<file path="config.mk">
export PLATFORM = sky130hd
export DESIGN_NAME = arb8way16_flat
export DESIGN_NICKNAME = d
export VERILOG_FILES = /design/src/rtl/arb8way16_pkg.sv /design/src/rtl/arb8way16_if.sv /design/src/rtl/arb8way16_pick8.sv /design/src/rtl/mux8way16.sv /design/src/rtl/arb8way16.sv /design/src/flat_wrapper.sv
export SDC_FILE = /design/constraint.sdc
export NUM_CORES = 1
export LEC_CHECK = 0
export CAP_MARGIN = 40
export CORE_ASPECT_RATIO = 0.9
export CORE_MARGIN = 5
export CORE_UTILIZATION = 37
export CTS_BUF_LIST = sky130_fd_sc_hd__clkbuf_16
export CTS_CLUSTER_DIAMETER = 30
export DETAILED_ROUTE_END_ITERATION = 6
export PLACE_DENSITY = 0.81
export SKIP_LAST_GASP = 1
export SLEW_MARGIN = 20
export SYNTH_ARGS = -nofsm -noshare
export SYNTH_HDL_FRONTEND = slang
export SYNTH_SLANG_ARGS = --single-unit
</file>
<file path="constraint.sdc">
create_clock -name clk -period 4.06 [get_ports clk]
set_input_delay 1.015 -clock clk [delete_from_list [all_inputs] [get_ports clk]]
set_output_delay 1.015 -clock clk [all_outputs]
set_load 0.03 [all_outputs]
</file>
<file path="src/rtl/arb8way16_pkg.sv">
// Shared types and helpers for the 8-way 16-bit arbiter: state encoding and
// the requester-index to mux-select mapping.
package arb8way16_pkg;

    localparam int unsigned NumReq = 8;
    localparam int unsigned DataW  = 16;

    typedef enum logic {
        StIdle = 1'b0,
        StFull = 1'b1
    } arb_state_e;

    // The mux select lines are a rotated form of the requester index.
    function automatic logic [2:0] k_to_lines(input logic [2:0] k);
        return {k[1:0], k[2]};
    endfunction

endpackage

</file>
<file path="src/rtl/arb8way16_if.sv">
// Requester/consumer bundle of the arbiter: eight request/data pairs on the
// producer side and one valid/ready word on the consumer side.
interface arb8way16_if;
    import arb8way16_pkg::*;

    logic [NumReq-1:0] req;
    logic [DataW-1:0]  inp1, inp2, inp3, inp4, inp5, inp6, inp7, inp8;
    logic [NumReq-1:0] ack;
    logic [DataW-1:0]  out;
    logic              out_valid;
    logic              out_ready;
    logic [2:0]        grant_id;
    logic [2:0]        lines;

    modport master (
        output req, inp1, inp2, inp3, inp4, inp5, inp6, inp7, inp8, out_ready,
        input  ack, out, out_valid, grant_id, lines
    );

    modport slave (
        input  req, inp1, inp2, inp3, inp4, inp5, inp6, inp7, inp8, out_ready,
        output ack, out, out_valid, grant_id, lines
    );

endinterface

</file>
<file path="src/rtl/arb8way16_pick8.sv">
// Combinational winner picker: round-robin scan from ptr, or lowest index
// when fixed is set.
module arb8way16_pick8 (
    input  logic [7:0] req,
    input  logic [2:0] ptr,
    input  logic       fixed,
    output logic       any,
    output logic [2:0] win
);

    logic [2:0] idx;
    logic       found;

    always_comb begin
        any   = |req;
        win   = 3'd0;
        found = 1'b0;
        idx   = 3'd0;
        for (int i = 0; i < 8; i++) begin
            // 3-bit addition wraps the scan around requester 7
            idx = fixed ? 3'(i) : ptr + 3'(i);
            if (!found && req[idx]) begin
                win   = idx;
                found = 1'b1;
            end
        end
    end

endmodule

</file>
<file path="src/rtl/mux8way16.sv">
// 16-bit 8-way multiplexer: sel 0..7 selects a..h.
module mux8way16 (
    input  logic [2:0]  sel,
    input  logic [15:0] a,
    input  logic [15:0] b,
    input  logic [15:0] c,
    input  logic [15:0] d,
    input  logic [15:0] e,
    input  logic [15:0] f,
    input  logic [15:0] g,
    input  logic [15:0] h,
    output logic [15:0] out
);

    always_comb begin
        out = a;
        unique case (sel)
            3'd0: out = a;
            3'd1: out = b;
            3'd2: out = c;
            3'd3: out = d;
            3'd4: out = e;
            3'd5: out = f;
            3'd6: out = g;
            3'd7: out = h;
        endcase
    end

endmodule

</file>
<file path="src/rtl/arb8way16.sv">
// Round-robin (or fixed-priority) arbiter sharing one registered 16-bit
// valid/ready output among eight requesters.
module arb8way16
    import arb8way16_pkg::*;
#(
    parameter bit FIXED_PRIO = 1'b0
) (
    input  logic         clk,
    input  logic         reset,
    arb8way16_if.slave   bus
);

    arb_state_e  state_q, state_d;
    logic [15:0] out_q, out_d, mux_out;
    logic [2:0]  grant_q, grant_d;
    logic [2:0]  rr_ptr_q, rr_ptr_d;
    logic [7:0]  ack_q, ack_d;
    logic [2:0]  win, sel;
    logic        any, cap;

    arb8way16_pick8 u_pick (
        .req   (bus.req),
        .ptr   (rr_ptr_q),
        .fixed (FIXED_PRIO),
        .any   (any),
        .win   (win)
    );

    assign sel = reset ? 3'd0 : k_to_lines(win);

    // Inputs are permuted so that select k_to_lines(k) lands on requester k.
    mux8way16 u_mux (
        .sel (sel),
        .a   (bus.inp1),
        .b   (bus.inp5),
        .c   (bus.inp2),
        .d   (bus.inp6),
        .e   (bus.inp3),
        .f   (bus.inp7),
        .g   (bus.inp4),
        .h   (bus.inp8),
        .out (mux_out)
    );

    assign cap = any && (state_q == StIdle || bus.out_ready);

    always_comb begin
        state_d  = state_q;
        out_d    = out_q;
        grant_d  = grant_q;
        rr_ptr_d = rr_ptr_q;
        ack_d    = 8'h00;
        if (cap) begin
            state_d = StFull;
            out_d   = mux_out;
            grant_d = win;
            ack_d   = 8'b1 << win;
            if (!FIXED_PRIO) rr_ptr_d = win + 3'd1;
        end else if (state_q == StFull && bus.out_ready) begin
            state_d = StIdle;
        end
    end

    always_ff @(posedge clk) begin
        if (reset) begin
            state_q  <= StIdle;
            out_q    <= 16'h0000;
            grant_q  <= 3'd0;
            rr_ptr_q <= 3'd0;
            ack_q    <= 8'h00;
        end else begin
            state_q  <= state_d;
            out_q    <= out_d;
            grant_q  <= grant_d;
            rr_ptr_q <= rr_ptr_d;
            ack_q    <= ack_d;
        end
    end

    assign bus.out       = out_q;
    assign bus.out_valid = (state_q == StFull);
    assign bus.grant_id  = grant_q;
    assign bus.ack       = ack_q;
    assign bus.lines     = sel;

endmodule
</file>
<file path="src/flat_wrapper.sv">
// flat-port wrapper written by rule: the top's interface ports become plain ports
module arb8way16_flat import arb8way16_pkg::*;
#(
    parameter bit FIXED_PRIO = 1'b0
)
  (clk, reset, bus_req, bus_inp1, bus_inp2, bus_inp3, bus_inp4, bus_inp5, bus_inp6, bus_inp7, bus_inp8, bus_out_ready, bus_ack, bus_out, bus_out_valid, bus_grant_id, bus_lines);
  arb8way16_if bus_i ();
  input  logic clk;
  input  logic reset;
  input wire logic [$bits(bus_i.req)-1:0] bus_req;
  input wire logic [$bits(bus_i.inp1)-1:0] bus_inp1;
  input wire logic [$bits(bus_i.inp2)-1:0] bus_inp2;
  input wire logic [$bits(bus_i.inp3)-1:0] bus_inp3;
  input wire logic [$bits(bus_i.inp4)-1:0] bus_inp4;
  input wire logic [$bits(bus_i.inp5)-1:0] bus_inp5;
  input wire logic [$bits(bus_i.inp6)-1:0] bus_inp6;
  input wire logic [$bits(bus_i.inp7)-1:0] bus_inp7;
  input wire logic [$bits(bus_i.inp8)-1:0] bus_inp8;
  input wire logic [$bits(bus_i.out_ready)-1:0] bus_out_ready;
  output wire logic [$bits(bus_i.ack)-1:0] bus_ack;
  output wire logic [$bits(bus_i.out)-1:0] bus_out;
  output wire logic [$bits(bus_i.out_valid)-1:0] bus_out_valid;
  output wire logic [$bits(bus_i.grant_id)-1:0] bus_grant_id;
  output wire logic [$bits(bus_i.lines)-1:0] bus_lines;
  assign bus_i.req = bus_req;
  assign bus_i.inp1 = bus_inp1;
  assign bus_i.inp2 = bus_inp2;
  assign bus_i.inp3 = bus_inp3;
  assign bus_i.inp4 = bus_inp4;
  assign bus_i.inp5 = bus_inp5;
  assign bus_i.inp6 = bus_inp6;
  assign bus_i.inp7 = bus_inp7;
  assign bus_i.inp8 = bus_inp8;
  assign bus_i.out_ready = bus_out_ready;
  assign bus_ack = bus_i.ack;
  assign bus_out = bus_i.out;
  assign bus_out_valid = bus_i.out_valid;
  assign bus_grant_id = bus_i.grant_id;
  assign bus_lines = bus_i.lines;
  arb8way16 #(.FIXED_PRIO(FIXED_PRIO)) u_core (.clk(clk), .reset(reset), .bus(bus_i));
endmodule
</file>
* Word-level counts from Yosys, hierarchy flattened *
Index checks and enable logic that the tools add are counted.

cells by class
  add/subtract/negate cells = 8
  multipliers = 0
  divide/modulo/power cells = 0
  magnitude comparators = 8
  equal/unequal tests = 7
  shifts and indexed selects = 1
  muxes and demuxes = 35
  bitwise logic cells = 2
  reductions and logical operators = 21

operator list
  operator             number
  $pmux 16 s8          1
  $lt 3x4->1 const B   8
  $mux 3               9
  $bmux 1 s3           8
  $mux 1               17
  $add 3x3->3 const B  4
  $eq 3x3->1 const B   4
  $logic_and 1x1->1    9
  $reduce_or 8->1      1
  $shl 1x3->8 const A  1
  $logic_not 1->1      7
  $add 3x1->3 const B  2
  $add 3x2->3 const B  2
  $eq 3x2->1 const B   2
  $eq 3x1->1 const B   1
  $logic_not 3->1      1
  $not 1->1            2
  $reduce_bool 2->1    1
  $reduce_or 2->1      1
  $logic_or 1x1->1     1

storage, ports and cells
  register bits = 31
  bits in latches = 0
  memory bits (writable) = 0
  bits in read-only memories = 0
  output and inout port bits = 31
  memories = 0

* Depth between registers and ports, before layout *
  depth in word-level cells = 27
  gate-level depth with buffers = 19

* Cells and area by module *
From an unflattened synthesis, not the netlist that was laid out.

second synthesis, totals
  cells, all modules = 455
  area, all modules = 3378.2 um^2

by module, submodules not included
  module           times used  cells an instance  area each (um^2)  sequential area each (um^2)
  arb8way16        1           132                1202.4            620.6
  mux8way16        1           177                1114.8            0.0
  arb8way16_pick8  1           146                1061.0            0.0

* Least setup slack after synthesis *
No wires, ideal clock.

  kind = input to output
  start point = input port bus_req[6]
  end point = output port bus_lines[2]
  arrival time = 3.569 ns
  required time = 3.045 ns
  setup slack = -0.524 ns
  cell stages on the path = 10
  path through = clkbuf_2 > mux2i_1 > mux4_2 > o32a_1 > nor4_1 > a22oi_1 > o21ai_1 > buf_2 > buf_4 > nor2b_1

on the way
  cells in the longest elaborated chain, start to end = 25
  elaborated cells between the ends (all ways) = 46
  those cells by class = 32 x mux; 14 x reduce/logical

RTL lines
  item                          RTL line               text
  from (decl)                   flat_wrapper.sv:10     input wire logic [$bits(bus_i.req)-1:0] bus_req;
  $bmux 1 s3                    arb8way16_pick8.sv:22  if (!found && req[idx]) begin
  $mux 1 (implied by the code)  arb8way16_pick8.sv:22
  $mux 1                        arb8way16_pick8.sv:22
  $logic_not 1->1               arb8way16_pick8.sv:22
  $logic_and 1x1->1             arb8way16_pick8.sv:22
  $mux 1                        arb8way16_pick8.sv:22
  $logic_not 1->1               arb8way16_pick8.sv:22
  $logic_and 1x1->1             arb8way16_pick8.sv:22
  [... 9 more ...]              n/a
  $mux 1                        arb8way16_pick8.sv:22
  $logic_not 1->1               arb8way16_pick8.sv:22
  $logic_and 1x1->1             arb8way16_pick8.sv:22
  $mux 1                        arb8way16_pick8.sv:22
  $logic_not 1->1               arb8way16_pick8.sv:22
  $logic_and 1x1->1             arb8way16_pick8.sv:22
  $mux 3 *                      arb8way16_pick8.sv:22
  $mux 3 *                      arb8way16.sv:29        assign sel = reset ? 3'd0 : k_to_lines(win);
  to (decl)                     flat_wrapper.sv:24     output wire logic [$bits(bus_i.lines)-1:0] bus_lines;

Every way passes the cells marked *; elsewhere a longest branch is shown, timed or not. The select of a mux whose other input is x is not followed.

* Worst setup path in the final report *
  start point = input port bus_req[7]
  end point = output port bus_lines[2]

The elaborated chain is that of the path after synthesis.

==> out/qor.log <==
qor: worst_setup_path.crit_arrival 3.07 ns
qor: cells_and_area.fin_nets 750
qor: timing.final.period_utilization 100.6%
qor: placement.place_hpwl 10,280 um
qor: outcome.result_of_the_run complete, but fails checks
qor: die.placement_rows 33
qor: cts.cts_tree done
qor: synthesis.warnings_synthesis 0
qor: pwr.total_power 4908 uW
qor: synthesis.count_of_distinct_cell_types_in_the_synthesized_netlist 61
qor: pwr.worst_ir_drop_vdd 0.4825 mV
qor: hold_path.hold_path.startpoint u_core.bus.grant_id[0]
qor: detailed_routing.drt_iter0_markers 279
qor: timing.number_of_max_slew_violations_in_the_final_report 0
qor: synthesis.synth.top_cells.by_area sky130_fd_sc_hd__dfxtp_1 18%, sky130_fd_sc_hd__mux4_2 11%, sky130_fd_sc_hd__mux2i_1 9.8%
qor: synthesis.synth_enable_flop_cells 0
qor: hold_path.timing.hold.worst_endpoint u_core.bus.grant_id[0]
qor: timing.final.setup.worst_slack -0.02257 ns
qor: die.initial_core_util 37.42%
qor: synthesis.mappedNetlistNets 549
qor: synthesis.ys.flop_type sky130_fd_sc_hd__dfxtp_1
qor: timing.max_slew.worst_pin.slew 0.7483 ns
qor: worst_setup_path.crit-reg2reg-capture u_core.bus.out[7]
qor: synthesis.post_synth_inst_count 404
qor: global_route.grt_max_degree 42
qor: worst_setup_path.reg2reg_slack 0.15 ns
qor: timing.maxSlewHeadroom 49.96%
qor: die.die-width 110.6 um
qor: placement.routabilityCongestion 0.8908
qor: timing.timing.final.setup_violations 2
qor: hold_path.holdPathStages 2
qor: cts.path_clk_slew 0.05 ns
qor: timing.timing.fmax 0.2449 GHz
qor: detailed_routing.detail-route-antenna-nets 0
qor: synthesis.yosysMostFrequentCell sky130_fd_sc_hd__nor2_1
qor: global_route.first_pass_grt_wire_length 21,120 um
qor: worst_setup_path.rr_worst_depth 13
qor: cells_and_area.area_growth 70.54%
qor: synthesis.netlist_area 3368 sq um
qor: die.die-height 100.5 um
qor: cts.clockBufferDepth 2
qor: worst_setup_path.critPathSlowestCell sky130_fd_sc_hd__or4_4
qor: cts.clkSinkCount 31
qor: worst_setup_path.cp_max_fo 5
qor: worst_setup_path.worst_path_dominant_cell_family simple AND/OR/NAND/NOR gates
qor: die.io-pin-count 170
qor: worst_setup_path.reg2reg_from u_core.rr_ptr_q[0]
qor: cells_and_area.design_area 5744 sq um
qor: detailed_routing.drc_errors_left 0
qor: outcome.violations setup timing
qor: hold_path.path_type_of_the_worst_min_delay_path flip-flop to flip-flop
qor: worst_setup_path.path_common_cell sky130_fd_sc_hd__buf_6
qor: worst_setup_path.path_cells buf_6, buf_4, mux4_2, nand2_2, nand4_1, or4_4, o31ai_4, o21ai_4, nor2b_4, buf_6
qor: synthesis.synth-seq-cells 31
qor: die.die_area 11,110 sq um
qor: global_route.gr-usage-all-layers 23.10%
qor: cts.h-tree-depth 2
qor: run.max-cap-violations 0
qor: placement.preCtsSetupSlack -0.5219 ns
qor: timing.timing.final.hold_violations 0
qor: detailed_routing.avgViaCountPerCell 5.610
qor: pwr.static-leakage-power 0.002288 uW
qor: worst_setup_path.setup.worst_path.class input port to primary output
qor: timing.clock_skew 0.005206 ns
qor: synthesis.async_flop_share 0%
qor: synthesis.syn-mean-instance-area 8.337 sq um
qor: cells_and_area.n_fill_cell 761
qor: detailed_routing.drt-wirelength-per-cell 18.46 um
qor: global_route.globalRouteOverflowTotal 0
qor: detailed_routing.routed-via-count 4,084
qor: timing.rsz0062_at_grt true
qor: global_route.first_global_vias 4,286
qor: worst_setup_path.worst_ep_required 3.04 ns
qor: cts.clock_tree.root_cell sky130_fd_sc_hd__clkbuf_16
qor: cts.cts_inserted_buffers 5
qor: cells_and_area.diodes 0
qor: cells_and_area.layout-drive-gt1-share 24.92%
qor: synthesis.post-synth-top-area-fraction 18.42%
qor: timing.holdWs 0.4882 ns
qor: worst_setup_path.critPathMaxStageDelay 0.55 ns
qor: global_route.initial_antenna_violation_count 0
qor: pwr.power.density_cell_area 854.4 nW/um^2
qor: die.core_area 9001 sq um
qor: worst_setup_path.start_kind input port
qor: detailed_routing.drt_wl_total 13,440 um
qor: cells_and_area.final_core_util 63.82%
qor: synthesis.yosys-top-cells-count 53 x sky130_fd_sc_hd__nor2_1, 38 x sky130_fd_sc_hd__nand2_1, 33 x sky130_fd_sc_hd__mux2i_1
qor: synthesis.synth_top_cell_by_area sky130_fd_sc_hd__dfxtp_1
qor: cts.worst_skew_pair.late_latency 0.28 ns
qor: synthesis.yosysSeqAreaShare 18.42%
qor: worst_setup_path.critical_path.endpoint_type primary output
qor: detailed_routing.drt_first_pass_iters 5
qor: worst_setup_path.total_stage_count_of_the_critical_path 10
qor: placement.postPlaceCellArea 5441 sq um
qor: placement.port_buffers 169
qor: timing.post-route-min-period 4.083 ns
qor: worst_setup_path.worst-path-buf-inv 3
[what timing repair did]
action / in CTS / in global routing
gates cloned: 0 / 0
setup endpoints to repair: 20 / 8
resized for setup: 64 / 3
hold buffers: 0 / 0
buffers inserted: 5 / 1
pin swaps: 10 / 3
[through the flow]
| step | std cells | setup TNS [ns] |
|---|---|---|
| 3_3_place_gp | 714 | -7.850 |
| 5_1_grt | 728 | -0.1925 |
| 4_1_cts | 727 | 0 |
| 3_5_place_dp | 714 | -10.44 |
| 2_1_floorplan | 404 | -0.09002 |
| 6_report | 728 | -0.04165 |
[worst min-delay path: cells and delay by family (launching register included)]
family	cells	cell delay (ns)
and+or+nand+nor	1	0.07
AOI/OAI and AO/OA	1	0.06
DFF	1	0.31
[layout by cell type (no fill, tap or decap), types with 4 or more instances in the layout]
cell type and instances:
sky130_fd_sc_hd__nand2b_1 7, sky130_fd_sc_hd__o21ai_0 10, sky130_fd_sc_hd__o21ai_2 10, sky130_fd_sc_hd__and3_1 12
sky130_fd_sc_hd__inv_1 5, sky130_fd_sc_hd__a32oi_1 5, sky130_fd_sc_hd__inv_2 4, sky130_fd_sc_hd__o211ai_1 6
sky130_fd_sc_hd__nand3_1 6, sky130_fd_sc_hd__a221oi_1 6, sky130_fd_sc_hd__ha_1 4, sky130_fd_sc_hd__clkbuf_16 5
sky130_fd_sc_hd__dfxtp_1 31, sky130_fd_sc_hd__nand2_1 37, sky130_fd_sc_hd__mux4_2 17, sky130_fd_sc_hd__o22ai_1 10
sky130_fd_sc_hd__a31oi_1 14, sky130_fd_sc_hd__and2_1 4, sky130_fd_sc_hd__clkdlybuf4s50_1 158, sky130_fd_sc_hd__mux2i_1 31
sky130_fd_sc_hd__buf_6 12, sky130_fd_sc_hd__buf_4 56, sky130_fd_sc_hd__o21ai_1 5, sky130_fd_sc_hd__a21oi_1 14
sky130_fd_sc_hd__nor2_1 50, sky130_fd_sc_hd__mux2_2 11
[state kept, by name, summed over array words and instances, names as in the netlist]
| name | flops |
|---|---|
| u_core.bus.out_valid | 1 |
| u_core.rr_ptr_q | 3 |
| u_core.bus.ack | 8 |
| u_core.bus.grant_id | 3 |
| u_core.bus.out | 16 |
[logic make-up after synthesis]
family,share of synthesized area (%)
xor+xnor,1.783
compound gates,22.44
fa+ha+maj,2.229
mux,26.30
buf+inv,8.507
flops,18.43
simple gates,20.32
[worst max path at each step]
stage | slack (ns) | end | startpoint
2_1_floorplan | -0.09 | bus_lines[2] | bus_req[6]
3_3_place_gp | -0.50 | bus_lines[1] | bus_req[7]
3_5_place_dp | -0.52 | bus_lines[1] | bus_req[7]
4_1_cts | 0.003 | bus_lines[1] | bus_req[7]
5_1_grt | -0.10 | bus_lines[2] | u_core.rr_ptr_q[0]
6_report | -0.02 | bus_lines[2] | bus_req[7]
[per-layer routing]
metal	GRT usage, %	part of all wire [%]	up-vias
li1	-	-	1921
met1	27.59	40	1932
met2	42.12	51	203
met3	4.082	6.6	28
met4	7.955	2.5	0
met5	0	0	-
[final cells by class]
type / count / area (sq um) / area share (%)
multi-input cells: 327 / 2605 / 45.35
clock buffers: 5 / 125.1 / 2.178
clock inverters: 3 / 15.01 / 0.2614
well taps: 122 / 152.6 / 2.657
repair buffers: 231 / 2192 / 38.16
flip-flops and latches: 31 / 620.6 / 10.80
inverters: 9 / 33.78 / 0.5881
[power by group]
group,switching [uW],total [uW],internal [uW]
clock,138,361,223
sequential,74.8,499,424
combinational,2180,4050,1870
Note: power is estimated with default switching activity, not from simulation.
